`src/rtl/rc4_keystream_decryptor.sv`:
```
// RC4 PRGA engine: walks the S-box held in an external RAM, XORs each keystream
// byte with the encrypted ROM message and writes the plaintext to a result RAM.
module rc4_keystream_decryptor #(
    parameter int RAM_WIDTH = 8,
    parameter int MSG_LEN   = 32,
    parameter int MSG_AW    = 5
) (
    input  logic                 clk,
    input  logic                 reset,
    input  logic                 start,
    output logic                 busy,
    output logic                 finished,
    output logic [7:0]           s_address,
    output logic [RAM_WIDTH-1:0] s_data,
    output logic                 s_wren,
    input  logic [RAM_WIDTH-1:0] s_q,
    output logic [MSG_AW-1:0]    rom_address,
    input  logic [RAM_WIDTH-1:0] rom_q,
    output logic [MSG_AW-1:0]    res_address,
    output logic [RAM_WIDTH-1:0] res_data,
    output logic                 res_wren
);

    typedef enum logic [3:0] {
        IDLE,
        READ_I,
        WAIT_I,
        LATCH_I,
        WAIT_J,
        LATCH_J,
        WRITE_I,
        WRITE_J,
        READ_F,
        WAIT_F,
        WRITE_RES,
        DONE
    } state_t;

    localparam logic [MSG_AW-1:0] LAST_K = MSG_AW'(MSG_LEN - 1);

    state_t                 state, next_state;
    logic [7:0]             i, j, i_d, j_d;
    logic [MSG_AW-1:0]      k, k_d;
    logic [RAM_WIDTH-1:0]   si, sj, si_d, sj_d;

    logic [7:0]             s_address_d;
    logic [RAM_WIDTH-1:0]   s_data_d, res_data_d;
    logic                   s_wren_d, res_wren_d, busy_d, finished_d;
    logic [MSG_AW-1:0]      rom_address_d, res_address_d;

    // State register
    always_ff @(posedge clk or negedge reset) begin
        if (!reset) begin
            state <= IDLE;
        end else begin
            state <= next_state;
        end
    end

    // Next-state logic: ten fixed states per message byte
    always_comb begin
        next_state = state;
        case (state)
            IDLE:      if (start) next_state = READ_I;
            READ_I:    next_state = WAIT_I;
            WAIT_I:    next_state = LATCH_I;
            LATCH_I:   next_state = WAIT_J;
            WAIT_J:    next_state = LATCH_J;
            LATCH_J:   next_state = WRITE_I;
            WRITE_I:   next_state = WRITE_J;
            WRITE_J:   next_state = READ_F;
            READ_F:    next_state = WAIT_F;
            WAIT_F:    next_state = WRITE_RES;
            WRITE_RES: next_state = (k == LAST_K) ? DONE : READ_I;
            DONE:      if (!start) next_state = IDLE;
            default:   next_state = IDLE;
        endcase
    end

    // Output logic: each state's action becomes visible on the edge that leaves it,
    // so the wait states give the synchronous RAM its one cycle of read latency.
    always_comb begin
        // NOTE: every signal gets a default before the case so no latch is inferred.
        i_d           = i;
        j_d           = j;
        k_d           = k;
        si_d          = si;
        sj_d          = sj;
        s_address_d   = s_address;
        s_data_d      = s_data;
        rom_address_d = rom_address;
        res_address_d = res_address;
        res_data_d    = res_data;
        s_wren_d      = 1'b0;
        res_wren_d    = 1'b0;
        busy_d        = (state != IDLE) && (state != DONE);
        finished_d    = (state == DONE);
        case (state)
            IDLE: begin
                if (start) begin
                    i_d = 8'd0;
                    j_d = 8'd0;
                    k_d = '0;
                end
            end
            READ_I: begin
                i_d         = i + 8'd1;
                s_address_d = i + 8'd1;
            end
            LATCH_I: begin
                si_d        = s_q;
                j_d         = j + 8'(s_q);
                s_address_d = j + 8'(s_q);
            end
            LATCH_J: begin
                sj_d = s_q;
            end
            WRITE_I: begin
                s_address_d = i;
                s_data_d    = sj;
                s_wren_d    = 1'b1;
            end
            WRITE_J: begin
                s_address_d = j;
                s_data_d    = si;
                s_wren_d    = 1'b1;
            end
            READ_F: begin
                s_address_d   = 8'(si + sj);
                rom_address_d = k;
            end
            WRITE_RES: begin
                res_address_d = k;
                res_data_d    = s_q ^ rom_q;
                res_wren_d    = 1'b1;
                if (k != LAST_K) k_d = k + MSG_AW'(1);
            end
            default: ;
        endcase
    end

    // Datapath and output registers
    always_ff @(posedge clk or negedge reset) begin
        if (!reset) begin
            i           <= 8'd0;
            j           <= 8'd0;
            k           <= '0;
            si          <= '0;
            sj          <= '0;
            s_address   <= 8'd0;
            s_data      <= '0;
            s_wren      <= 1'b0;
            rom_address <= '0;
            res_address <= '0;
            res_data    <= '0;
            res_wren    <= 1'b0;
            busy        <= 1'b0;
            finished    <= 1'b0;
        end else begin
            // NOTE: non-blocking assignments so every register samples pre-edge values.
            i           <= i_d;
            j           <= j_d;
            k           <= k_d;
            si          <= si_d;
            sj          <= sj_d;
            s_address   <= s_address_d;
            s_data      <= s_data_d;
            s_wren      <= s_wren_d;
            rom_address <= rom_address_d;
            res_address <= res_address_d;
            res_data    <= res_data_d;
            res_wren    <= res_wren_d;
            busy        <= busy_d;
            finished    <= finished_d;
        end
    end

endmodule
```
`config.mk`:
```
export PLATFORM = sky130hd
export DESIGN_NAME = rc4_keystream_decryptor
export DESIGN_NICKNAME = d
export VERILOG_FILES = /design/src/rtl/rc4_keystream_decryptor.sv
export SDC_FILE = /design/constraint.sdc
export NUM_CORES = 1
export LEC_CHECK = 0
export BUFFER_PORTS_ARGS = -buffer_cell sky130_fd_sc_hd__buf_2
export CAP_MARGIN = 20
export CORE_ASPECT_RATIO = 1.25
export CORE_MARGIN = 3
export CORE_UTILIZATION = 39
export CTS_CLUSTER_DIAMETER = 120
export DETAILED_ROUTE_END_ITERATION = 16
export PLACE_DENSITY = 0.6
export SLEW_MARGIN = 40
export SYNTH_ARGS = -nofsm -noshare
export SYNTH_HDL_FRONTEND = slang
export SYNTH_SLANG_ARGS = --single-unit
export TNS_END_PERCENT = 50
```
`constraint.sdc`:
```
create_clock -name clk -period 3.8 [get_ports clk]
set_clock_uncertainty 0.15 [all_clocks]
set_input_delay 0.19 -clock clk [delete_from_list [all_inputs] [get_ports clk]]
set_output_delay 0.19 -clock clk [all_outputs]
set_load 0.01 [all_outputs]
```
Word level (Yosys, flattened, before mapping)
Index checks and enable logic that the tools add are counted.
{"block": "op_classes", "bitwise": 1, "add_sub_neg": 4, "mux": 14, "reduce_logical": 13, "eq_ne": 17}
{"cell": "4-bit one-hot mux with 12 select lines", "n": 1}
{"cell": "8-bit one-hot mux with 2 select lines", "n": 3}
{"cell": "8-bit one-hot mux with 5 select lines", "n": 1}
{"cell": "8-bit adder", "n": 2}
{"cell": "4-bit by 3-bit equality test with 1-bit output (second input constant)", "n": 4}
{"cell": "4-bit equality test (second input constant)", "n": 4}
{"cell": "4-bit 2-to-1 mux", "n": 3}
{"cell": "5-bit 2-to-1 mux", "n": 2}
{"cell": "5-bit one-hot mux with 2 select lines", "n": 1}
{"cell": "8-bit by 1-bit adder with 8-bit output (second input constant)", "n": 1}
{"cell": "4-bit by 2-bit equality test with 1-bit output (second input constant)", "n": 2}
{"cell": "8-bit 2-to-1 mux", "n": 1}
{"cell": "2-bit nonzero test", "n": 4}
{"cell": "8-bit bitwise XOR", "n": 1}
{"cell": "2-bit inequality test (second input constant)", "n": 3}
{"cell": "2-bit AND reduction", "n": 3}
{"cell": "5-bit by 1-bit adder with 5-bit output (second input constant)", "n": 1}
{"cell": "5-bit equality test (second input constant)", "n": 1}
{"cell": "5-bit inequality test (second input constant)", "n": 1}
{"cell": "5-bit nonzero test", "n": 1}
{"cell": "4-bit by 1-bit equality test with 1-bit output (second input constant)", "n": 1}
{"cell": "4-bit zero test", "n": 1}
{"cell": "4-bit inequality test (second input constant)", "n": 1}
{"cell": "4-bit nonzero test", "n": 1}
{"cell": "4 further kinds", "n": 5}
{"block": "word_totals", "register_bits": 79, "output_inout_bits": 38, "wordCells": 64, "input_bits": 19}

Depth between registers and ports, before layout
{"block": "depth", "ltp_word": 3, "ltp_mapped": 9, "depth_no_buf": 9}

Worst setup path after synthesis
OpenSTA, ideal clock, no wires.
{"block": "synth_path", "path_kind": "reg-to-reg", "start": "register si[0]", "end": "register s_address[6]", "required_ps": 3524, "synth_period_minus_slack_ps": 2266, "path_stages_with_launch": 9, "setup_ps": 126, "path_buffers": 0, "setup_slack_ps": 1534, "arrival_time_ps": 1990, "path_cell_list": "dfrtp_1 ha_1 fa_1 a211oi_1 nor2_1 nor2_1 mux2i_1 o211ai_1 a221o_1"}
{"block": "synth_via", "elab_chain_cells": 2}
{"element": "from (decl)", "line_no": "44", "text": "logic [RAM_WIDTH-1:0] si, sj, si_d, sj_d;"}
{"element": "from (signal assigned)", "line_no": "164", "text": "si <= si_d;"}
{"element": "8-bit adder", "line_no": "129", "text": "s_address_d = 8'(si + sj);"}
{"element": "8-bit one-hot mux with 5 select lines", "line_no": "98", "text": "case (state)"}
{"element": "to (signal assigned)", "line_no": "166", "text": "s_address <= s_address_d;"}
{"element": "to (decl)", "line_no": "13", "text": "output logic [7:0] s_address,"}
No other way between the ends.
A chain may end at the register's enable or synchronous reset.

Worst setup path in the final report
{"block": "layout_path", "start": "register state[0]", "end": "register s_address[3]"}
{"block": "layout_via", "elab_chain_cells": 2, "elab_cells_between_ends": 7, "cone_classes": "eq/ne: 5; mux: 1; reduce/logical: 1"}
{"element": "from (decl)", "line_no": "41", "text": "state_t state, next_state;"}
{"element": "from (signal assigned)", "line_no": "56", "text": "state <= next_state;"}
{"element": "4-bit equality test (tied with other cells)", "line_no": "98"}
{"element": "8-bit one-hot mux with 5 select lines / 5-bit nonzero test (equally long branches)"}
Parallel ways exist; a longest one is shown, timed or not.

==> results.txt <==
----------------------------------------------------
[Outcome]
  Result of the run ... complete, no violations

[Power]
  P_leak ... roughly 2.4 nW
  Worst vdd ir ... 298.0 µV
  Power per unit of standard cell area ... 851.7 mW/mm²

[Timing]
  Setup violations, final ... 0
  Max-slew violations ... 0
  Unrepaired setup endpoints after global routing ... false
  Crit share post-route ... 0.6482
  Maximum clock frequency ... between 400 and 500 MHz
  Setup tns final ... 0 ps
  Count of endpoints failing hold in the final timing report ... 0
  Worst slew slack as a fraction of its limit ... 0.4546
  Transition time at the pin with the least slew margin ... approximately 800 ps
  Fin Hold WS ... between 3 and 4 ps
  Minimum clock period after layout ... ~2500 ps

[Die]
  Number of placement rows ... between 40 and 50
  Floorplan die height ... around 120 µm
  Horizontal extent of the die ... slightly below 100 µm
  Top Ports ... 57
  Core footprint ... roughly 0.011 mm²
  Initial cell density of the core ... 0.4011
  Die Footprint ... around 0.012 mm²

[Routing]
  Met2 layer wire length in the routed design ... ~5 mm
  Metal1 wirelength ... approximately 4.9 mm
  Iteration count of the initial detailed-routing pass ... 4
  Top routing layer in use ... met4
  Routed wire length per instance ... 16.21 µm
  Count of antenna-violating nets left after detailed routing ... 0
  Routed wl met3 ... ~340 µm
  DRC ... 0
  Vias ... 3,353
  Drt initial violations ... around 130
  Overall routed net length ... between 10 and 15 mm
  Vias per inst ... 5.223

[Flow run]
  Maxcap violations ... 0

[Global route]
  Pin count of the biggest net entering global routing ... 80
  First-pass GRT wire length ... approximately 17 mm
  GR Overflow Total ... 0
  Vias in the first global route ... 3,333
  Total routing resource utilization after global routing ... 0.1805
  Number of antenna violations at the first check in global routing ... 0

[Synth]
  Flip-flop cell with the highest count after synthesis ... sky130_fd_sc_hd__dfrtp_1
  Cell taking the most area after synthesis ... sky130_fd_sc_hd__dfrtp_1
  Count of flip-flops with a built-in enable after synthesis ... 0
  Synthesized area ... ~0.0043 mm²
  Number of cells produced by synthesis ... around 440
  Post-synth top cells ... 79 x sky130_fd_sc_hd__dfrtp_1, 73 x sky130_fd_sc_hd__nand2_1, 35 x sky130_fd_sc_hd__nor2_1, 35 x sky130_fd_sc_hd__o21ai_0, 23 x sky130_fd_sc_hd__a21oi_1
  Share of async-settable or async-resettable flops after synthesis ... 1.000
  Fraction of the yosys area taken by sequential cells ... 0.4643
  Post-synth net total ... around 480
  Syn. warnings ... 0
  Leading cell type by number of instances after synthesis ... sky130_fd_sc_hd__dfrtp_1
  Post-synthesis cell type count ... about 50
  Mean Syn Cell Area ... 9.699 µm²
  Synthesized flop and latch total ... 79
  Dominant cells by area after synthesis ... sky130_fd_sc_hd__dfrtp_1 46%, sky130_fd_sc_hd__nand2_1 6.4%, sky130_fd_sc_hd__ha_1 5.0%
  Top cell type's share of synthesized area ... 0.4643

[Setup path]
  CP max FO ... 22
  Cell chain of the critical path ... inv_2, nor4_1, buf_4, and2_1, a21o_1, a221o_1, or3_1
  Start-to-end type of the worst setup path ... flop to flop
  Slowest cell on the critical path ... sky130_fd_sc_hd__dfrtp_1
  Largest stage delay, worst path ... 680 ps
  Data arrival time at the worst-slack endpoint ... around 2500 ps
  Critical Path Start Type ... flop
  Crit path required time ... approximately 3900 ps
  Crit path capture type ... flop

[Hold path]
  Hold WC Path Type ... input port to flop

[Place]
  Placer congestion estimate ... 0.8518
  HPWL after detailed placement ... 7.428 mm
  Number of I/O port buffers ... 56
  Placed cell count ... 614

[Clocking]
  Clk Latency, worst-skew pair ... roughly 340 ps
  TritonCTS clock tree ... yes
  Number of clock sinks ... 79
  CTS clock-pin slew for the worst setup and hold paths ... 60 ps
  Clk Tree Root Cell ... sky130_fd_sc_hd__clkbuf_16
  Clock buffer count from CTS ... 9
  H-tree depth reported by CTS ... 3
  Post-cts gate resize count ... 0
  Bufs on Longest Clock Path ... 2

[Finish]
  Number of antenna diodes ... 0
  Share of post-route cells with drive strength above 1 ... 0.1902
  Area growth from synthesis to final layout ... 19.45%
  Number of standard cells in the layout, taps in and fillers out ... 642
  Net count reported at finish ... 544

----------------------------------------------------
==> flip-flops by register name, indices dropped and copies added (netlist names), 8 cells and up <==
register and count:
i 8, j 8, res_data 8, s_address 8, s_data 8, si 8, sj 8
==> per-stage QoR <==
step | utilization | setup WS (ps) | instance area, µm² | total power, W
floorplan | - | 1534 | 4258 | 0.002891
global placement | 0.4384 | 1401 | 4653 | 0.003423
detailed placement | 0.4387 | 1369 | 4657 | 0.003461
CTS | 0.4791 | 1346 | 5086 | 0.004361
global route | 0.4791 | 1195 | 5086 | 0.004682
finish | 0.4791 | 1337 | 5086 | 0.004332
==> cell type report <==
| class | instances | area [µm²] |
|---|---|---|
| multi-input combinational | 333 | 2157 |
| tap | 132 | 165.2 |
| clock buffer | 12 | 256.5 |
| inverter | 9 | 33.78 |
| sequential | 79 | 1977 |
| timing repair buffer | 74 | 454.2 |
| fill | 1002 | 5529 |
| clock inverter | 3 | 42.54 |
==> cells by family (layout without fill, tap and decap cells) <==
kind of cell             after synthesis  count (layout)  share of synthesized area
flip-flops                            79              79                     0.4643
XOR/XNOR                              20              20                    0.04114
AO/OA/AOI/OAI                        111             111                     0.1646
multiplexers                          28              28                    0.06964
adder cells (fa/ha/maj)               19              19                    0.05936
AND/OR/NAND/NOR                      155             155                     0.1719
buffers and inverters                 27              98                    0.02909
==> final timing paths <==
path | cells past startpoint | start | slack [ps] | endpoint
max | 7 | state[0] | 1340 | s_address[3]
max in group asynchronous | 2 | reset | 2670 | si[3]
min in group asynchronous | 2 | reset | 290 | s_address[0]
min | 3 | rom_q[4] | 3 | res_data[4]
max reg2reg | 7 | state[0] | 1340 | s_address[3]
min reg2reg | 2 | rom_address[3] | 330 | rom_address[3]
==> layer usage <==
metal	vias to the layer above	GRT usage
li1	1687	-
met1	1582	0.2472
met5	-	0
met3	12	0.03525
met4	0	0.07515
met2	72	0.2803
==> cells in the final DEF (no fill, tap or decap), types with 5 or more instances in the layout <==
cell and instances:
sky130_fd_sc_hd__nand2_1 73, sky130_fd_sc_hd__ha_1 17, sky130_fd_sc_hd__dlygate4sd3_1 13, sky130_fd_sc_hd__o22ai_1 5
sky130_fd_sc_hd__a21oi_1 23, sky130_fd_sc_hd__and2_1 5, sky130_fd_sc_hd__buf_2 55, sky130_fd_sc_hd__nor2b_1 7
sky130_fd_sc_hd__mux2i_1 15, sky130_fd_sc_hd__nor2_1 35, sky130_fd_sc_hd__mux2_2 13, sky130_fd_sc_hd__inv_1 7
sky130_fd_sc_hd__dfrtp_1 79, sky130_fd_sc_hd__buf_4 5, sky130_fd_sc_hd__xor2_1 5, sky130_fd_sc_hd__clkbuf_16 9
sky130_fd_sc_hd__o21ai_0 35, sky130_fd_sc_hd__a211oi_1 8, sky130_fd_sc_hd__nor3_1 8, sky130_fd_sc_hd__nand3_1 6
sky130_fd_sc_hd__xnor2_1 15, sky130_fd_sc_hd__a21o_1 13
==> worst max-delay path: cells and delay by family (launching register included) <==
family	cells	cell delay (ps)
flops	1	680
simple gates	3	560
buf+inv	2	500
compound gates	2	430
==> repair_timing <==
action	CTS	global route
endpoints found under the hold margin	91	0
hold buffers	13	0
setup buffers	0	0
==> where the power goes <==
group / total, W / internal (W) / switching [W] / leakage (nW)
Combinational: 0.00196 / 0.000873 / 0.00109 / 1.30
Clock: 0.000869 / 0.000540 / 0.000329 / 0.145
Sequential: 0.00150 / 0.00116 / 0.000341 / 1.00
(Power assumes the default switching activity.)
